### config.mk
export PLATFORM = sky130hd
export DESIGN_NAME = common_bypass_fifo
export DESIGN_NICKNAME = d
export VERILOG_FILES = /design/src/rtl/common_pkg.sv /design/src/rtl/common_wrap_counter.sv /design/src/rtl/common_bypass_fifo.sv
export SDC_FILE = /design/constraint.sdc
export NUM_CORES = 1
export LEC_CHECK = 0
export ABC_AREA = 1
export ABC_CLOCK_PERIOD_IN_PS = 3850
export BUFFER_PORTS_ARGS = -buffer_cell sky130_fd_sc_hd__buf_2
export CAP_MARGIN = 20
export CELL_PAD_IN_SITES_DETAIL_PLACEMENT = 0
export CELL_PAD_IN_SITES_GLOBAL_PLACEMENT = 1
export CORE_UTILIZATION = 46
export DETAILED_ROUTE_END_ITERATION = 10
export HOLD_SLACK_MARGIN = 0.15
export PLACE_DENSITY_LB_ADDON = 0.1
export RECOVER_POWER = 25
export SYNTH_ARGS = -nofsm -noshare
export SYNTH_HDL_FRONTEND = slang
export SYNTH_HIERARCHICAL = 1
export SYNTH_SLANG_ARGS = --single-unit
### constraint.sdc
create_clock -name clk -period 3.85 [get_ports clk]
set_input_delay 0.1925 -clock clk [delete_from_list [all_inputs] [get_ports clk]]
set_output_delay 0.1925 -clock clk [all_outputs]
set_load 0.01 [all_outputs]
### src/rtl/common_pkg.sv
// rtl/common_pkg.sv - shared elaboration-time helpers for common blocks
package common_pkg;

   // Ceiling log2: number of bits to encode values 0..n-1.
   function automatic int clog2(input int n);
      int r;
      int v;
      r = 0;
      v = n - 1;
      while (v > 0) begin
         r = r + 1;
         v = v >> 1;
      end
      return r;
   endfunction

   // Pointer width that never collapses to zero bits for single-entry storage.
   function automatic int ptr_width(input int n);
      return (clog2(n) < 1) ? 1 : clog2(n);
   endfunction

endpackage

### src/rtl/common_wrap_counter.sv
// rtl/common_wrap_counter.sv - modulo-MAX up counter with synchronous clear
module common_wrap_counter
   import common_pkg::*;
#(
   parameter int MAX = 4,
   localparam int W = ptr_width(MAX)
) (
   input  logic         clk,
   input  logic         reset,
   input  logic         clear,
   input  logic         inc,
   output logic [W-1:0] value
);

   logic at_last;

   // Explicit terminal compare so non-power-of-two MAX wraps correctly.
   assign at_last = (value == W'(MAX - 1));

   always_ff @(posedge clk or negedge reset) begin
      if (!reset) begin
         value <= '0;
      end else if (clear) begin
         value <= '0;
      end else if (inc) begin
         value <= at_last ? '0 : value + W'(1);
      end
   end

endmodule

### src/rtl/common_bypass_fifo.sv
// rtl/common_bypass_fifo.sv - valid/ready FIFO with zero-latency bypass when empty
module common_bypass_fifo
   import common_pkg::*;
#(
   parameter int BUFFER_WIDTH = 32,
   parameter int BUFFER_DEPTH = 4,
   parameter int COUNT_WIDTH  = clog2(BUFFER_DEPTH + 1)
) (
   input  logic                    clk,
   input  logic                    reset,
   input  logic                    flush,
   input  logic [BUFFER_WIDTH-1:0] prev_i_data,
   input  logic                    prev_i_valid,
   output logic                    prev_o_ready,
   output logic [BUFFER_WIDTH-1:0] next_o_data,
   output logic                    next_o_valid,
   input  logic                    next_i_ready,
   output logic [COUNT_WIDTH-1:0]  o_count,
   output logic                    o_empty,
   output logic                    o_full
);

   localparam int PTR_W = ptr_width(BUFFER_DEPTH);

   logic [BUFFER_WIDTH-1:0] mem [BUFFER_DEPTH];
   logic [PTR_W-1:0]        head;
   logic [PTR_W-1:0]        tail;
   logic [COUNT_WIDTH-1:0]  count;

   logic empty;
   logic full;
   logic push_in;
   logic pop_out;
   logic wr_en;
   logic rd_en;

   assign empty = (count == '0);
   assign full  = (count == COUNT_WIDTH'(BUFFER_DEPTH));

   // Ready looks only at registered occupancy, keeping next_i_ready off this path.
   assign prev_o_ready = !full && !flush;
   assign push_in      = prev_i_valid && prev_o_ready;

   assign next_o_valid = empty ? (prev_i_valid && !flush) : !flush;
   assign next_o_data  = empty ? prev_i_data : mem[head];
   assign pop_out      = next_o_valid && next_i_ready;

   // A beat that passes straight through an empty FIFO touches no storage.
   assign wr_en = push_in && !(empty && next_i_ready);
   assign rd_en = pop_out && !empty;

   always_ff @(posedge clk or negedge reset) begin
      if (!reset) begin
         count <= '0;
      end else if (flush) begin
         count <= '0;
      end else begin
         case ({wr_en, rd_en})
            2'b10:   count <= count + COUNT_WIDTH'(1);
            2'b01:   count <= count - COUNT_WIDTH'(1);
            default: count <= count;
         endcase
      end
   end

   always_ff @(posedge clk) begin
      if (wr_en) begin
         mem[tail] <= prev_i_data;
      end
   end

   common_wrap_counter #(
      .MAX(BUFFER_DEPTH)
   ) u_head (
      .clk   (clk),
      .reset (reset),
      .clear (flush),
      .inc   (rd_en),
      .value (head)
   );

   common_wrap_counter #(
      .MAX(BUFFER_DEPTH)
   ) u_tail (
      .clk   (clk),
      .reset (reset),
      .clear (flush),
      .inc   (wr_en),
      .value (tail)
   );

   assign o_count = count;
   assign o_empty = empty;
   assign o_full  = full;

endmodule

==> impl_results.rst <==
.. list-table::
   :header-rows: 1

   * - Metric
     - Value
   * - Cell with the biggest individual delay on the critical path
     - sky130_fd_sc_hd__inv_2
   * - Length in cells of the worst reg-to-reg path
     - 12
   * - Post-synthesis instance area
     - 5660 um^2
   * - Worst setup skew after layout
     - 2.70 ps
   * - Inst Count DP
     - ~700
   * - Area taken by multi-input logic gates
     - 1470 um^2
   * - Via Count
     - 3840
   * - Final setup violation count
     - 0
   * - Deepest level of the CTS H-tree
     - 4
   * - Maximum fanout count along the critical path
     - 64
   * - Worst setup path class
     - reg2out
   * - Number of violations of the max-capacitance limit
     - 0
   * - Max Buffers Root-to-Sink
     - 2
   * - DP Wirelength
     - approximately 6600 um
   * - Dominant delay contributor by cell family on the critical path
     - buffers and inverters
   * - Count of non-filler cells in the finished layout
     - around 760
   * - Leakage power figure
     - around 2.6 nW
   * - Top Ports
     - between 70 and 80
   * - Peak VDD IR
     - 0.319 mV
   * - Commonest non-fill, non-tap cell in the layout
     - sky130_fd_sc_hd__nor2_1
   * - Number of core rows
     - 40
   * - Cells after synthesis
     - between 400 and 500
   * - Syn Nets
     - approximately 520
   * - Weighted congestion reported at the end of routability-driven placement
     - 0.769
   * - Remaining Overflow, GRT
     - 0
   * - Capture instance of the worst register-to-register path
     - o_count[2]
   * - Worst hold start
     - flush
   * - Hold Crit Endpoint
     - o_count[1]
   * - Kind of end point of the critical path
     - output pin
   * - Achievable frequency
     - 405 MHz
   * - Residual antenna-violating net count after detailed routing
     - 0
   * - Number of clock sinks
     - around 140
   * - Initial antenna violation count
     - 0
   * - Max-slew violation count
     - 0
   * - Period utilization
     - 0.641
   * - Power density relative to cell area
     - 493 nW/um^2
   * - Die W
     - approximately 110 um
   * - Outcome
     - complete, no violations
   * - Worst-skew pair later-pin latency
     - roughly 410 ps
   * - Proportion of synthesized chip area in sequential cells
     - 0.710
   * - Final-layout fill cell count
     - between 1000 and 1500
   * - All-Layer GR Usage
     - 0.202
   * - Setup bufs post-CTS
     - 0
   * - Clock input transition at the sequential cells of the worst setup and hold paths
     - 50 ps
   * - Number of buffers created by CTS
     - 17
   * - Average cell area after synthesis
     - ~12 um^2
   * - Arrival time worst endpoint
     - between 2000 and 2500 ps
   * - Flops & latches, synth
     - roughly 140
   * - Number of nets in the layout
     - 636
   * - Crit-path cells
     - inv_2 > o21ai_0 > a31oi_1 > buf_2
   * - Stages on the worst setup path
     - 4
   * - Proportion of layout cells with a drive suffix above 1
     - 0.181
   * - Hold Path Depth
     - 4
   * - Pin slew with the least headroom to its limit
     - around 1000 ps
   * - # DRC
     - 0
   * - Cell at the root of the clock tree
     - sky130_fd_sc_hd__clkbuf_16
   * - Start of the worst register-to-register path
     - o_count[0]
   * - Count of buffers inserted at the top-level ports
     - 75
   * - Die Area
     - 12800 um^2
   * - Setup repair after global routing missed its margin
     - false
   * - Vias in the first global route
     - ~3800
   * - Sequential standard cell area
     - between 4000 and 5000 um^2
   * - Largest net degree at the start of global routing
     - just under 70
   * - Endpoint required time on the critical path
     - around 3700 ps
   * - Yosys synthesis warning count
     - 6
   * - Total negative slack for setup checks
     - 0 ps
   * - Worst Path Buf+Inv
     - 2
   * - Worst slew margin relative to its limit
     - 0.325
   * - Synthesis-to-layout area growth
     - 24.7%
   * - Smallest setup slack after layout
     - between 1000 and 1500 ps
   * - Initial Utilization
     - 0.471
   * - Core outline area
     - 12000 um^2
   * - Worst R2R Setup Slack
     - about 1800 ps
   * - Largest stage delay on the critical path
     - around 720 ps
   * - Violation count after the first detailed-route iteration
     - about 180
   * - Count of endpoints failing hold in the final timing report
     - 0
   * - Ratio of routed vias to standard cells
     - 5.08
   * - Hold Path Class
     - in2reg
   * - Startpoint type of the worst setup path
     - flop
   * - Netlist cell types
     - 27
   * - Height of the die
     - around 110 um
   * - Number of optimization iterations in the first detailed-route pass
     - 6
   * - Wire per inst
     - 15.7 um
   * - Commonest cells after routing, fill and taps aside
     - 163 x sky130_fd_sc_hd__nor2_1, 128 x sky130_fd_sc_hd__edfxtp_1, 55 x sky130_fd_sc_hd__buf_2
   * - CTS tree
     - built
   * - Total Wirelength
     - between 10000 and 15000 um
   * - Antenna cells
     - 0
   * - Minimum setup slack after placement
     - ~1800 ps
   * - Clock period minus final worst setup slack
     - between 2000 and 2500 ps
   * - Global-route wire length before repair
     - roughly 19000 um
[how the worst max path moves through the flow]
| stage | from | endpoint |
|---|---|---|
| finish | u_head/value[0] | next_o_data[21] |
| detailed placement | o_count[0] | o_count[2] |
| CTS | u_head/value[0] | next_o_data[21] |
| global route | u_head/value[0] | next_o_data[29] |
| floorplan | o_count[0] | mem[1][0] |
| global placement | o_count[0] | o_count[2] |
[sequential cells by signal, summed over array words and instances, names as in the netlist]
signal / flops
mem: 128
o_count: 3
u_head/value: 2
u_tail/value: 2
[logic make-up after synthesis]
kind of cell,after synthesis,share of synthesized area
buf+inv,44,0.0347
simple gates,201,0.148
xor+xnor,1,0.00155
flops,135,0.710
compound gates,99,0.0985
fa+ha+maj,3,0.00795
[synthesized netlist by cell type, drive strengths merged]
cell | count | area share
nand4 | 4 | 0.0071
o21ai | 65 | 0.057
xnor2 | 1 | 0.0015
dfrtp | 7 | 0.031
buf | 18 | 0.017
nor3 | 4 | 0.0035
ha | 2 | 0.0044
nand2 | 20 | 0.015
a21oi | 2 | 0.0057
nor2 | 166 | 0.11
inv | 17 | 0.011
a31oi | 32 | 0.035
fa | 1 | 0.0035
edfxtp | 128 | 0.68
clkbuf | 9 | 0.0060
nand3 | 7 | 0.0093
[routing by layer]
layer,GRT usage,wire [um],up-vias
met5,0,0,-
met4,0.0789,140,0
met3,0.0455,583,11
met2,0.345,5790,102
met1,0.253,5340,1792
li1,-,-,1935
[final cells by class]
cell class	count	share of cell area
clock buffer	19	0.0613
clock inverter	13	0.0159
inverter	17	0.00904
multi-input combinational	304	0.208
sequential	135	0.569
tap	147	0.0260
timing repair buffer	121	0.111
[worst register-to-register path: stages, from the launching register on]
cell and delay, ps:
sky130_fd_sc_hd__dfrtp_1 460, sky130_fd_sc_hd__nor2_4 100, sky130_fd_sc_hd__a21oi_4 220, sky130_fd_sc_hd__nand3_4 170, sky130_fd_sc_hd__nand2_4 140, sky130_fd_sc_hd__inv_1 60, sky130_fd_sc_hd__fa_1 380, sky130_fd_sc_hd__xnor2_1 190
sky130_fd_sc_hd__inv_1 60, sky130_fd_sc_hd__nand2_1 60, sky130_fd_sc_hd__nand2_1 40, sky130_fd_sc_hd__nand2_1 60, sky130_fd_sc_hd__nand2_1 40
[metrics by stage]
step | utilization | instance area [um^2] | total power, W | hold slack, ps
5_1_grt | 0.588 | 7060 | 0.00362 | 219
6_report | 0.588 | 7060 | 0.00348 | 184
2_1_floorplan | - | 5660 | 0.00187 | -103
3_5_place_dp | 0.516 | 6200 | 0.00200 | 44.9
3_3_place_gp | 0.516 | 6200 | 0.00200 | 39.4
4_1_cts | 0.590 | 7090 | 0.00351 | 175
[power by group]
| part | internal [W] | switching [W] | total [W] |
|---|---|---|---|
| logic | 0.000132 | 0.000217 | 0.000349 |
| registers | 0.00164 | 0.00000970 | 0.00164 |
| clock network | 0.000933 | 0.000554 | 0.00149 |
| total | 0.00270 | 0.000780 | 0.00348 |
[timing repair]
action                                  in CTS  in global routing
hold buffers                                34                  0
hold endpoints to repair                   135                  0
endpoints found under the setup margin       0                  0
gates resized for setup                      0                  0
Note: power is estimated with default switching activity, not from simulation.
